==> src/rtl/motor_cmd_dispatcher.sv <==
// Motor command dispatcher: parses framed, checksummed UART commands into
// per-channel FWFT FIFOs and periodically emits a status frame towards UART TX.
module motor_cmd_dispatcher #(
    parameter int unsigned N_CH          = 10,
    parameter int unsigned DEPTH         = 4,
    parameter int unsigned DIV_W         = 15,
    parameter int unsigned STEP_W        = 13,
    parameter int unsigned GAP_TIMEOUT   = 2400,
    parameter int unsigned STATUS_PERIOD = 16384
) (
    input  logic                     CLK_SE_AR,
    input  logic                     rst_n,
    input  logic [7:0]               rx_data,
    input  logic                     rx_valid,
    output logic [N_CH-1:0]          ch_valid,
    input  logic [N_CH-1:0]          ch_ready,
    output logic [N_CH*DIV_W-1:0]    ch_divider,
    output logic [N_CH*STEP_W-1:0]   ch_steps,
    output logic [7:0]               tx_data,
    output logic                     tx_valid,
    input  logic                     tx_ready,
    output logic [7:0]               err_count
);

    localparam int unsigned CMD_W    = DIV_W + STEP_W;
    localparam int unsigned PL_BYTES = (4 + CMD_W + 7) / 8;
    localparam int unsigned PL_W     = PL_BYTES * 8;
    localparam int unsigned BCNT_W   = $clog2(PL_BYTES + 1);
    localparam int unsigned PTR_W    = $clog2(DEPTH);
    localparam int unsigned CNT_W    = PTR_W + 1;
    localparam int unsigned GAP_W    = $clog2(GAP_TIMEOUT + 1);
    localparam int unsigned TMR_W    = $clog2(STATUS_PERIOD + 1);
    localparam int unsigned NB       = (N_CH + 6) / 7;
    localparam int unsigned MAP_W    = NB * 7;
    localparam int unsigned IDX_W    = $clog2(NB + 1);

    typedef enum logic [1:0] {P_IDLE, P_PAYLOAD, P_CHECK} parserState_e;
    typedef enum logic [1:0] {T_IDLE, T_HDR, T_MAP, T_ERR} txState_e;

    // Parser state
    parserState_e        pState, pStateNext;
    logic [6:0]          chanReg, chanNext;
    logic                flushReg, flushNext;
    logic [7:0]          chkAcc, chkNext;
    logic [BCNT_W-1:0]   byteCnt, byteCntNext;
    logic [PL_W-1:0]     payload, payloadNext;
    logic [GAP_W-1:0]    gapCnt, gapNext;
    logic                commit, gapDrop;

    // Commit decode
    logic                chkOk, chanOk, frameOk, pushFullDrop, dropEv;
    logic [N_CH-1:0]     pushEn, popEn, flushEn, fullC, chValidInt;
    logic [CMD_W-1:0]    cmdEntry;

    // Channel FIFOs
    logic [CMD_W-1:0]    fifoMem [N_CH][DEPTH];
    logic [PTR_W-1:0]    wrPtr   [N_CH];
    logic [PTR_W-1:0]    rdPtr   [N_CH];
    logic [CNT_W-1:0]    fifoCnt [N_CH];

    // Status path
    logic [TMR_W-1:0]    statusTimer;
    logic                statusReq, txStart, txErrAccept;
    txState_e            tState, tStateNext;
    logic [7:0]          txDataNext;
    logic                txValidNext;
    logic [IDX_W-1:0]    mapIdx, mapIdxNext;
    logic [MAP_W-1:0]    mapSnap, mapSnapNext;
    logic [7:0]          errSnap, errSnapNext;

    // Bitmap byte idx of a snapshot; bit7 marks the last bitmap byte
    function automatic logic [7:0] mapByte(input logic [IDX_W-1:0] idx, input logic [MAP_W-1:0] snap);
        logic [MAP_W-1:0] sh;
        sh = snap >> (int'(idx) * 7);
        return {(int'(idx) == int'(NB) - 1), sh[6:0]};
    endfunction

    // Parser state register
    always_ff @(posedge CLK_SE_AR) begin
        if (!rst_n) begin
            pState   <= P_IDLE;
            chanReg  <= '0;
            flushReg <= 1'b0;
            chkAcc   <= '0;
            byteCnt  <= '0;
            payload  <= '0;
            gapCnt   <= '0;
        end else begin
            pState   <= pStateNext;
            chanReg  <= chanNext;
            flushReg <= flushNext;
            chkAcc   <= chkNext;
            byteCnt  <= byteCntNext;
            payload  <= payloadNext;
            gapCnt   <= gapNext;
        end
    end

    // Parser next state: header, little-endian payload shift-in, checksum, gap watchdog
    always_comb begin
        pStateNext  = pState;
        chanNext    = chanReg;
        flushNext   = flushReg;
        chkNext     = chkAcc;
        byteCntNext = byteCnt;
        payloadNext = payload;
        gapNext     = gapCnt;
        commit      = 1'b0;
        gapDrop     = 1'b0;
        if (pState != P_IDLE) begin
            if (rx_valid) begin
                gapNext = '0;
            end else if (gapCnt == GAP_W'(GAP_TIMEOUT - 1)) begin
                gapDrop    = 1'b1;
                pStateNext = P_IDLE;
                gapNext    = '0;
            end else begin
                gapNext = gapCnt + GAP_W'(1);
            end
        end
        if (rx_valid) begin
            case (pState)
                P_IDLE: begin
                    chanNext    = rx_data[6:0];
                    flushNext   = rx_data[7];
                    chkNext     = rx_data;
                    byteCntNext = '0;
                    gapNext     = '0;
                    pStateNext  = rx_data[7] ? P_CHECK : P_PAYLOAD;
                end
                P_PAYLOAD: begin
                    chkNext     = chkAcc ^ rx_data;
                    payloadNext = PL_W'({rx_data, payload} >> 8);
                    byteCntNext = byteCnt + BCNT_W'(1);
                    if (byteCnt == BCNT_W'(PL_BYTES - 1)) begin
                        pStateNext = P_CHECK;
                    end
                end
                P_CHECK: begin
                    commit     = 1'b1;
                    pStateNext = P_IDLE;
                end
                default: pStateNext = P_IDLE;
            endcase
        end
    end

    // FIFO status flags and head presentation
    always_comb begin
        ch_divider = '0;
        ch_steps   = '0;
        for (int c = 0; c < int'(N_CH); c++) begin
            chValidInt[c] = (fifoCnt[c] != '0);
            fullC[c]      = (fifoCnt[c] == CNT_W'(DEPTH));
            ch_divider[c*DIV_W +: DIV_W] = fifoMem[c][rdPtr[c]][DIV_W-1:0];
            ch_steps[c*STEP_W +: STEP_W] = fifoMem[c][rdPtr[c]][CMD_W-1:DIV_W];
        end
    end

    assign ch_valid = chValidInt;

    // Commit decode: push / flush / drop per channel
    always_comb begin
        cmdEntry     = payload[CMD_W+3:4];
        chkOk        = (rx_data == chkAcc);
        chanOk       = (32'(chanReg) < N_CH);
        frameOk      = commit & chkOk & chanOk;
        pushFullDrop = 1'b0;
        for (int c = 0; c < int'(N_CH); c++) begin
            popEn[c]   = chValidInt[c] & ch_ready[c];
            pushEn[c]  = frameOk & ~flushReg & (chanReg == 7'(c)) & (~fullC[c] | popEn[c]);
            flushEn[c] = frameOk & flushReg & (chanReg == 7'(c));
            if (frameOk && !flushReg && (chanReg == 7'(c)) && fullC[c] && !popEn[c]) begin
                pushFullDrop = 1'b1;
            end
        end
        dropEv = gapDrop | (commit & ~(chkOk & chanOk)) | pushFullDrop;
    end

    // Channel FIFO storage and pointers; flush overrides a coincident pop
    always_ff @(posedge CLK_SE_AR) begin
        if (!rst_n) begin
            for (int c = 0; c < int'(N_CH); c++) begin
                wrPtr[c]   <= '0;
                rdPtr[c]   <= '0;
                fifoCnt[c] <= '0;
                for (int d = 0; d < int'(DEPTH); d++) begin
                    fifoMem[c][d] <= '0;
                end
            end
        end else begin
            for (int c = 0; c < int'(N_CH); c++) begin
                if (flushEn[c]) begin
                    fifoCnt[c] <= '0;
                    rdPtr[c]   <= wrPtr[c];
                end else begin
                    if (pushEn[c]) begin
                        fifoMem[c][wrPtr[c]] <= cmdEntry;
                        wrPtr[c] <= wrPtr[c] + PTR_W'(1);
                    end
                    if (popEn[c]) begin
                        rdPtr[c] <= rdPtr[c] + PTR_W'(1);
                    end
                    if (pushEn[c] && !popEn[c]) begin
                        fifoCnt[c] <= fifoCnt[c] + CNT_W'(1);
                    end else if (!pushEn[c] && popEn[c]) begin
                        fifoCnt[c] <= fifoCnt[c] - CNT_W'(1);
                    end
                end
            end
        end
    end

    // Saturating drop counter, cleared when the status frame delivers it
    always_ff @(posedge CLK_SE_AR) begin
        if (!rst_n) begin
            err_count <= '0;
        end else if (txErrAccept) begin
            err_count <= dropEv ? 8'd1 : 8'd0;
        end else if (dropEv && err_count != 8'hFF) begin
            err_count <= err_count + 8'd1;
        end
    end

    // Free-running status timer raising a frame request at each wrap
    always_ff @(posedge CLK_SE_AR) begin
        if (!rst_n) begin
            statusTimer <= '0;
            statusReq   <= 1'b0;
        end else begin
            if (statusTimer == TMR_W'(STATUS_PERIOD - 1)) begin
                statusTimer <= '0;
                statusReq   <= 1'b1;
            end else begin
                statusTimer <= statusTimer + TMR_W'(1);
                if (txStart) begin
                    statusReq <= 1'b0;
                end
            end
        end
    end

    // TX FSM state register
    always_ff @(posedge CLK_SE_AR) begin
        if (!rst_n) begin
            tState   <= T_IDLE;
            tx_data  <= '0;
            tx_valid <= 1'b0;
            mapIdx   <= '0;
            mapSnap  <= '0;
            errSnap  <= '0;
        end else begin
            tState   <= tStateNext;
            tx_data  <= txDataNext;
            tx_valid <= txValidNext;
            mapIdx   <= mapIdxNext;
            mapSnap  <= mapSnapNext;
            errSnap  <= errSnapNext;
        end
    end

    // TX FSM next state: header, bitmap bytes, error count; advance on acceptance
    always_comb begin
        tStateNext  = tState;
        txDataNext  = tx_data;
        txValidNext = tx_valid;
        mapIdxNext  = mapIdx;
        mapSnapNext = mapSnap;
        errSnapNext = errSnap;
        txStart     = 1'b0;
        txErrAccept = 1'b0;
        case (tState)
            T_IDLE: begin
                if (statusReq) begin
                    txStart     = 1'b1;
                    txDataNext  = 8'hA5;
                    txValidNext = 1'b1;
                    errSnapNext = err_count;
                    mapSnapNext = '0;
                    for (int c = 0; c < int'(N_CH); c++) begin
                        mapSnapNext[c] = ~fullC[c];
                    end
                    tStateNext = T_HDR;
                end
            end
            T_HDR: begin
                if (tx_valid && tx_ready) begin
                    mapIdxNext = '0;
                    txDataNext = mapByte('0, mapSnap);
                    tStateNext = T_MAP;
                end
            end
            T_MAP: begin
                if (tx_valid && tx_ready) begin
                    if (int'(mapIdx) == int'(NB) - 1) begin
                        txDataNext = errSnap;
                        tStateNext = T_ERR;
                    end else begin
                        mapIdxNext = mapIdx + IDX_W'(1);
                        txDataNext = mapByte(mapIdx + IDX_W'(1), mapSnap);
                    end
                end
            end
            T_ERR: begin
                if (tx_valid && tx_ready) begin
                    txErrAccept = 1'b1;
                    txValidNext = 1'b0;
                    txDataNext  = '0;
                    tStateNext  = T_IDLE;
                end
            end
            default: tStateNext = T_IDLE;
        endcase
    end

endmodule

==> config.mk <==
export PLATFORM = sky130hd
export DESIGN_NAME = motor_cmd_dispatcher
export DESIGN_NICKNAME = d
export VERILOG_FILES = /design/src/rtl/motor_cmd_dispatcher.sv
export SDC_FILE = /design/constraint.sdc
export NUM_CORES = 2
export LEC_CHECK = 0
export CAP_MARGIN = 20
export CORE_MARGIN = 3
export CORE_UTILIZATION = 62
export CTS_BUF_LIST = sky130_fd_sc_hd__clkbuf_2 sky130_fd_sc_hd__clkbuf_4 sky130_fd_sc_hd__clkbuf_8
export DETAILED_ROUTE_END_ITERATION = 16
export PLACE_DENSITY = 0.82
export SETUP_SLACK_MARGIN = 0.15
export SLEW_MARGIN = 20
export SYNTH_ARGS = -nofsm -noshare
export SYNTH_HDL_FRONTEND = slang
export SYNTH_SLANG_ARGS = --single-unit
==> constraint.sdc <==
create_clock -name CLK_SE_AR -period 4.2 [get_ports CLK_SE_AR]
set_input_delay 0.42 -clock CLK_SE_AR [delete_from_list [all_inputs] [get_ports CLK_SE_AR]]
set_output_delay 0.42 -clock CLK_SE_AR [all_outputs]
set_load 0.1 [all_outputs]
== Word-level counts from Yosys, hierarchy flattened ==
Memory sizes are Yosys's and may differ from the RTL's.
Cells that the tools add are included.
Widths: inputs -> output; s select.

* Equal/unequal tests: 37
* $mul: 1
* Reductions and logical operators: 112
* Multiplexer cells: 1497
* Shifts and indexed selects: 1
* $add $sub $neg: 45
* Magnitude comparators: 31
* Bitwise gates (word level): 1272

{| class="wikitable"
|+ Operators by type and width
! kind !! count
|-
| $mux 1 || 1345
|-
| $or 1x1->1 || 1192
|-
| $mux 112 || 10
|-
| $mux 28 || 30
|-
| $bmux 28 s2 || 10
|-
| $demux 28 s2 || 10
|-
| $mux 3 || 30
|-
| $mux 2 || 43
|-
| $logic_and 1x1->1 || 63
|-
| $ge 3x3->1 const B || 20
|-
| $mux 12 || 5
|-
| $not 2->3 || 20
|-
| $mux 8 || 7
|-
| $and 1x1->1 || 46
|-
| $add 2x1->2 const B || 21
|-
| $add 3x1->3 const B || 11
|-
| $pmux 8 s4 || 1
|-
| $eq 3x3->1 const B || 10
|-
| $lt 3x1->1 const B || 10
|-
| $reduce_bool 3->1 || 10
|-
| $sub 3x1->3 const B || 10
|-
| $eq 7x3->1 const B || 4
|-
| $logic_not 1->1 || 21
|-
| $pmux 8 s2 || 1
|-
| other kinds (31) || 66
|}

* Memory bits (writable): 1190
* Bits in registers: 120
* Logic and storage cells: 3016
* Output and inout port bits: 307
* Input port bits: 22
* Memories kept: 4

{| class="wikitable"
|+ Memory list
! memory !! depth !! bits a word !! read ports !! clocked after memory_dff !! write ports !! line !! RTL
|-
| fifoMem || 10 || 112 || 10 || 0 || 10 || 56 || <nowiki>logic [CMD_W-1:0] fifoMem [N_CH][DEPTH];</nowiki>
|-
| fifoCnt || 10 || 3 || 10 || 0 || 10 || 59 || <nowiki>logic [CNT_W-1:0] fifoCnt [N_CH];</nowiki>
|-
| rdPtr || 10 || 2 || 10 || 0 || 10 || 58 || <nowiki>logic [PTR_W-1:0] rdPtr [N_CH];</nowiki>
|-
| wrPtr || 10 || 2 || 10 || 0 || 10 || 57 || <nowiki>logic [PTR_W-1:0] wrPtr [N_CH];</nowiki>
|}

== Depth between registers and ports, before layout ==
* Depth in word-level cells: 23
* Gate-level depth with buffers: 10
* Gate-level depth less buffers: 8

== Worst setup path after synthesis ==
OpenSTA, ideal clock, no wires.

* Path type: in2reg
* Start point: input rx_data[7]
* End point: memory fifoMem[2][0] in the netlist's numbering (enable)
* Cell stages on the path: 9
* Path buffers: 3
* Setup time: 0.385 ns
* Setup slack: 1.078 ns
* Arrival time: 2.736 ns
* Path through: clkbuf_1 xnor2_1 and3_1 nand4_4 nor4_2 buf_2 buf_4 nand2_1 nand2_1

{| class="wikitable"
|+ RTL lines
! item !! line !! RTL
|-
| start: declaration || 13 || <nowiki>input logic [7:0] rx_data,</nowiki>
|-
| end: declaration || 56 ||
|}

==> impl_summary.md <==
Power and ir drop
Summed over all cells, the static leakage comes to 28.61 nW. The share of total power dissipated in combinational logic is 0.210. The part of the power in registers is 0.468. Dividing total power by cell area gives a power density of 472.4 nW/um2. The total internal power is 0.02165 W. The reported net switching power is 0.01023 W. Of the total power, the share spent switching nets is 0.3210. The maximum resistive drop on vdd is 0.3869 mV.

The clock network power share is 0.323.

Clocking
The clock tree from TritonCTS is built. CTS placed an instance of sky130_fd_sc_hd__clkbuf_8 at the clock tree root. The TritonCTS buffer count is 201.

The worst-case clock buffer depth is 3. Gates resized during post-CTS repair numbered 0. For this design, the CTS-stage hold fixing added 0 buffers. The clock slew seen by the registers of the worst setup and hold paths is 0.07 ns. The post-CTS setup buffer count is 0.

The H-tree generated during clock tree synthesis spans 4 levels. At the later pin of the worst-skew pair, clock insertion delay measures 0.86 ns. The clock net sink count is 1306.

STA
Setup repair after global routing left no endpoint under its margin. The final setup violation count is 0. The setup clock skew after layout is 0.03361 ns. Setup slack on the critical path of the routed design comes to 0.3211 ns. Of the available clock period, the critical path in the final layout requires 0.9235.

The worst-margin pin slew is 1.172 ns. The worst path in the final design needs a cycle of 3.879 ns, including I/O delays and setup. The maximum clock frequency is 257.8 MHz. The worst hold slack is 0.09863 ns. The number of pins exceeding their max-slew limit in the final report was 0. In the final timing run, aggregate negative setup slack is 0 ns.

The remaining max-slew budget at the tightest pin is 0.2165. The number of hold-slack violations in the final timing report came to 0.

Floorplan
Measured along the y axis, the die boundary spans 316.1 um. In this run the horizontal extent of the chip is 316.1 um. The area of the core region is 95150 um2.

The total I/O pin count is 329. The number of rows created at floorplan is 113. The initial utilization of the core area, before any placement, comes to 0.6267. The die footprint is 99940 um2.

Yosys
The sequential fraction of the synthesis area is 0.6382. The most frequently used flop master after synthesis is sky130_fd_sc_hd__edfxtp_1. The net count after synthesis is 4319. The synthesis-stage register bit count is 1306. The netlist area before placement is 59630 um2. Dividing the synthesized area by the synthesized cell count gives 14.15 um2.

The cell count after synthesis is 4215. For this run, the number of Yosys warnings is 0. The number of flops mapped to enable cells by yosys is 1190.

Of all flip-flops after synthesis, the portion carrying an async set or reset was 0. The distinct cell type count of the synthesized netlist is 71.

Route
The first detailed-routing pass ran for 5 iterations. The detailed-route DRC error count is 0. The detail-routed via count per cell is 6.402. The average detailed-routed wire length per instance is 26.18 um. The detailed router finished its first iteration with 4729 violations. The count of nets left with antenna violations after detail routing is 0. The aggregate routed wire length is 153600 um. The vias after detailed routing is 37553.

Setup path
Along the worst path, the maximum fanout reaches 19. For the worst flop-to-flop path, the logic depth is 7. STA classifies the critical path endpoint as an output pin. Data on the critical path is required at its endpoint by 3.78 ns. The worst setup path category is flop to output pin. Tracing the worst setup path back leads to its startpoint at rdPtr[0][19]. In this run the critical register-to-register path is launched from chanReg[2].

The startpoint kind of the worst setup timing path is a flop. Data arrives at the worst endpoint at 3.46 ns.

Finish
The final layout contains 4530 nets. The most frequent standard cell in the layout excluding fill and tap cells is sky130_fd_sc_hd__edfxtp_1. Measured on the finished design, the core utilization comes to 0.7093.

In the final layout, the share of cells above drive strength 1 is 0.2309. From synthesis to final layout, the design area changed by 13.19%. The register area is 38120 um2. In the final layout, the multi-input gates occupy 19420 um2. In the layout the commonest cells are 1190 x sky130_fd_sc_hd__edfxtp_1, 1136 x sky130_fd_sc_hd__and3_1, 371 x sky130_fd_sc_hd__buf_4, 280 x sky130_fd_sc_hd__mux4_2, 258 x sky130_fd_sc_hd__nand2_1.

Counting the fill cells in the layout gives 5992.

Worst hold path
The worst min-delay path startpoint is rst_n. The tightest min-delay check is of the input pin to flop type. The hold-critical path depth is 2.

Placed design
The count of input and output buffers is 328. OpenSTA, run right after detailed placement, puts the worst setup slack at 0.6128 ns. The placed wire-length estimate after detailed placement is 88830 um. The congestion estimate from routability-driven global placement came to 0.8628.

Global route
The number of antenna violations at the first check in global routing is 18. For this run, the total global-route usage over all layers was measured as 0.3082. The leftover overflow at the end of global routing is 0.

The largest net degree at the start of global routing is 106. The via count of the first global-routing pass was 37174. The global-route wire length before repair is 228700 um.

Outcome
The flow ran to the end, and the final reports show no timing, DRC or antenna violations.

Flow run
The max-cap violation count is 0.
==> final cells by class <==
cell class | instances | share of cell area
flip-flops and latches | 1306 | 0.5648
diodes | 10 | 0.0003708
multi-input cells | 2367 | 0.2877
well taps | 1265 | 0.02345
repair buffers | 488 | 0.06258
clock buffers | 275 | 0.04968
clock inverters | 93 | 0.007916
inverters | 62 | 0.003485
==> logic make-up after synthesis <==
kind of cell | Yosys count | synth area share
mux | 304 | 0.1098
buf+inv | 542 | 0.03722
simple gates | 1670 | 0.1639
xor+xnor | 36 | 0.005288
fa+ha+maj | 82 | 0.01721
flops | 1306 | 0.6382
compound gates | 275 | 0.02841
==> power groups by stage <==
stage / clock, W / combinational, W / sequential [W]
floorplan: 0 / 0.00504 / 0.0152
global placement: 0 / 0.00661 / 0.0152
detailed placement: 0 / 0.00666 / 0.0152
CTS: 0.0104 / 0.00667 / 0.0149
global route: 0.0110 / 0.00690 / 0.0149
finish: 0.0103 / 0.00668 / 0.0149
==> critical path, stage by stage, from the launching register on <==
cell and delay (ns):
sky130_fd_sc_hd__edfxtp_1 1.00, sky130_fd_sc_hd__mux4_2 0.42, sky130_fd_sc_hd__clkdlybuf4s50_1 1.16
==> cells in the mapped netlist (4+ instances only) <==
cell type / instances / area [um2]
sky130_fd_sc_hd__buf_4: 13 / 97.59
sky130_fd_sc_hd__a31oi_1: 6 / 37.54
sky130_fd_sc_hd__and3_1: 1136 / 7107
sky130_fd_sc_hd__o21ai_2: 4 / 35.03
sky130_fd_sc_hd__buf_2: 35 / 175.2
sky130_fd_sc_hd__clkbuf_2: 56 / 280.3
sky130_fd_sc_hd__xnor2_1: 20 / 175.2
sky130_fd_sc_hd__nor3_4: 5 / 81.33
sky130_fd_sc_hd__clkbuf_1: 336 / 1261
sky130_fd_sc_hd__nor4_4: 7 / 148.9
sky130_fd_sc_hd__a32o_1: 4 / 40.04
sky130_fd_sc_hd__o211ai_1: 6 / 45.04
sky130_fd_sc_hd__ha_1: 82 / 1026
sky130_fd_sc_hd__a21oi_1: 115 / 575.6
sky130_fd_sc_hd__nand4_1: 12 / 75.07
sky130_fd_sc_hd__xor2_1: 16 / 140.1
sky130_fd_sc_hd__dfxtp_1: 116 / 2322
sky130_fd_sc_hd__and4b_1: 4 / 40.04
sky130_fd_sc_hd__inv_1: 60 / 225.2
sky130_fd_sc_hd__a22oi_1: 15 / 112.6
sky130_fd_sc_hd__mux4_2: 280 / 6306
sky130_fd_sc_hd__o41ai_1: 7 / 61.31
sky130_fd_sc_hd__nor4_2: 6 / 75.07
sky130_fd_sc_hd__o21ai_0: 58 / 290.3
sky130_fd_sc_hd__nand2_1: 258 / 968.4
sky130_fd_sc_hd__a211o_1: 16 / 140.1
sky130_fd_sc_hd__nand3_1: 70 / 350.3
sky130_fd_sc_hd__nor2b_1: 4 / 25.02
sky130_fd_sc_hd__buf_1: 37 / 138.9
sky130_fd_sc_hd__a211oi_1: 5 / 37.54
sky130_fd_sc_hd__and2_1: 29 / 181.4
sky130_fd_sc_hd__edfxtp_1: 1190 / 35730
sky130_fd_sc_hd__mux2i_1: 23 / 230.2
sky130_fd_sc_hd__nor2_1: 84 / 315.3
sky130_fd_sc_hd__nor3_1: 11 / 55.05
sky130_fd_sc_hd__nand2b_1: 21 / 131.4
sky130_fd_sc_hd__a21o_1: 6 / 45.04
sky130_fd_sc_hd__o21ai_1: 4 / 20.02
==> final timing paths <==
kind,to,slack [ns]
setup / recovery,ch_steps[121],0.32
hold / removal,tState[0],0.1
setup reg to reg,fifoMem[6][41],0.88
hold reg to reg,errSnap[1],0.46
==> registers in the layout, summed over array words and instances (netlist names), 2 cells and up <==
register	cells
err_count	8
chanReg	7
mapIdx	2
rdPtr	20
tState	2
mapSnap	10
byteCnt	3
gapCnt	12
tx_data	8
pState	2
payload	28
errSnap	8
fifoCnt	30
fifoMem	1120
wrPtr	20
chkAcc	8
statusTimer	15
==> per-layer routing <==
layer	vias up	share of wire	track usage	routed length (um)
met5	-	0.00023	0	35
met4	6	0.045	0.1411	6968
met3	316	0.11	0.06888	16550
met2	1896	0.47	0.4775	72200
met1	18750	0.38	0.4234	57810
li1	16585	-	-	-
==> through the flow <==
step	instances	total power [W]	cell area [um2]
final	5866	0.03189	67490
after global routing	5861	0.03287	67480
after CTS	5853	0.03203	67370
after detailed placement	5485	0.02186	63480
after global placement	5482	0.02177	63410
after floorplan	4215	0.02023	59630
Power figures use the tool's default switching activity.
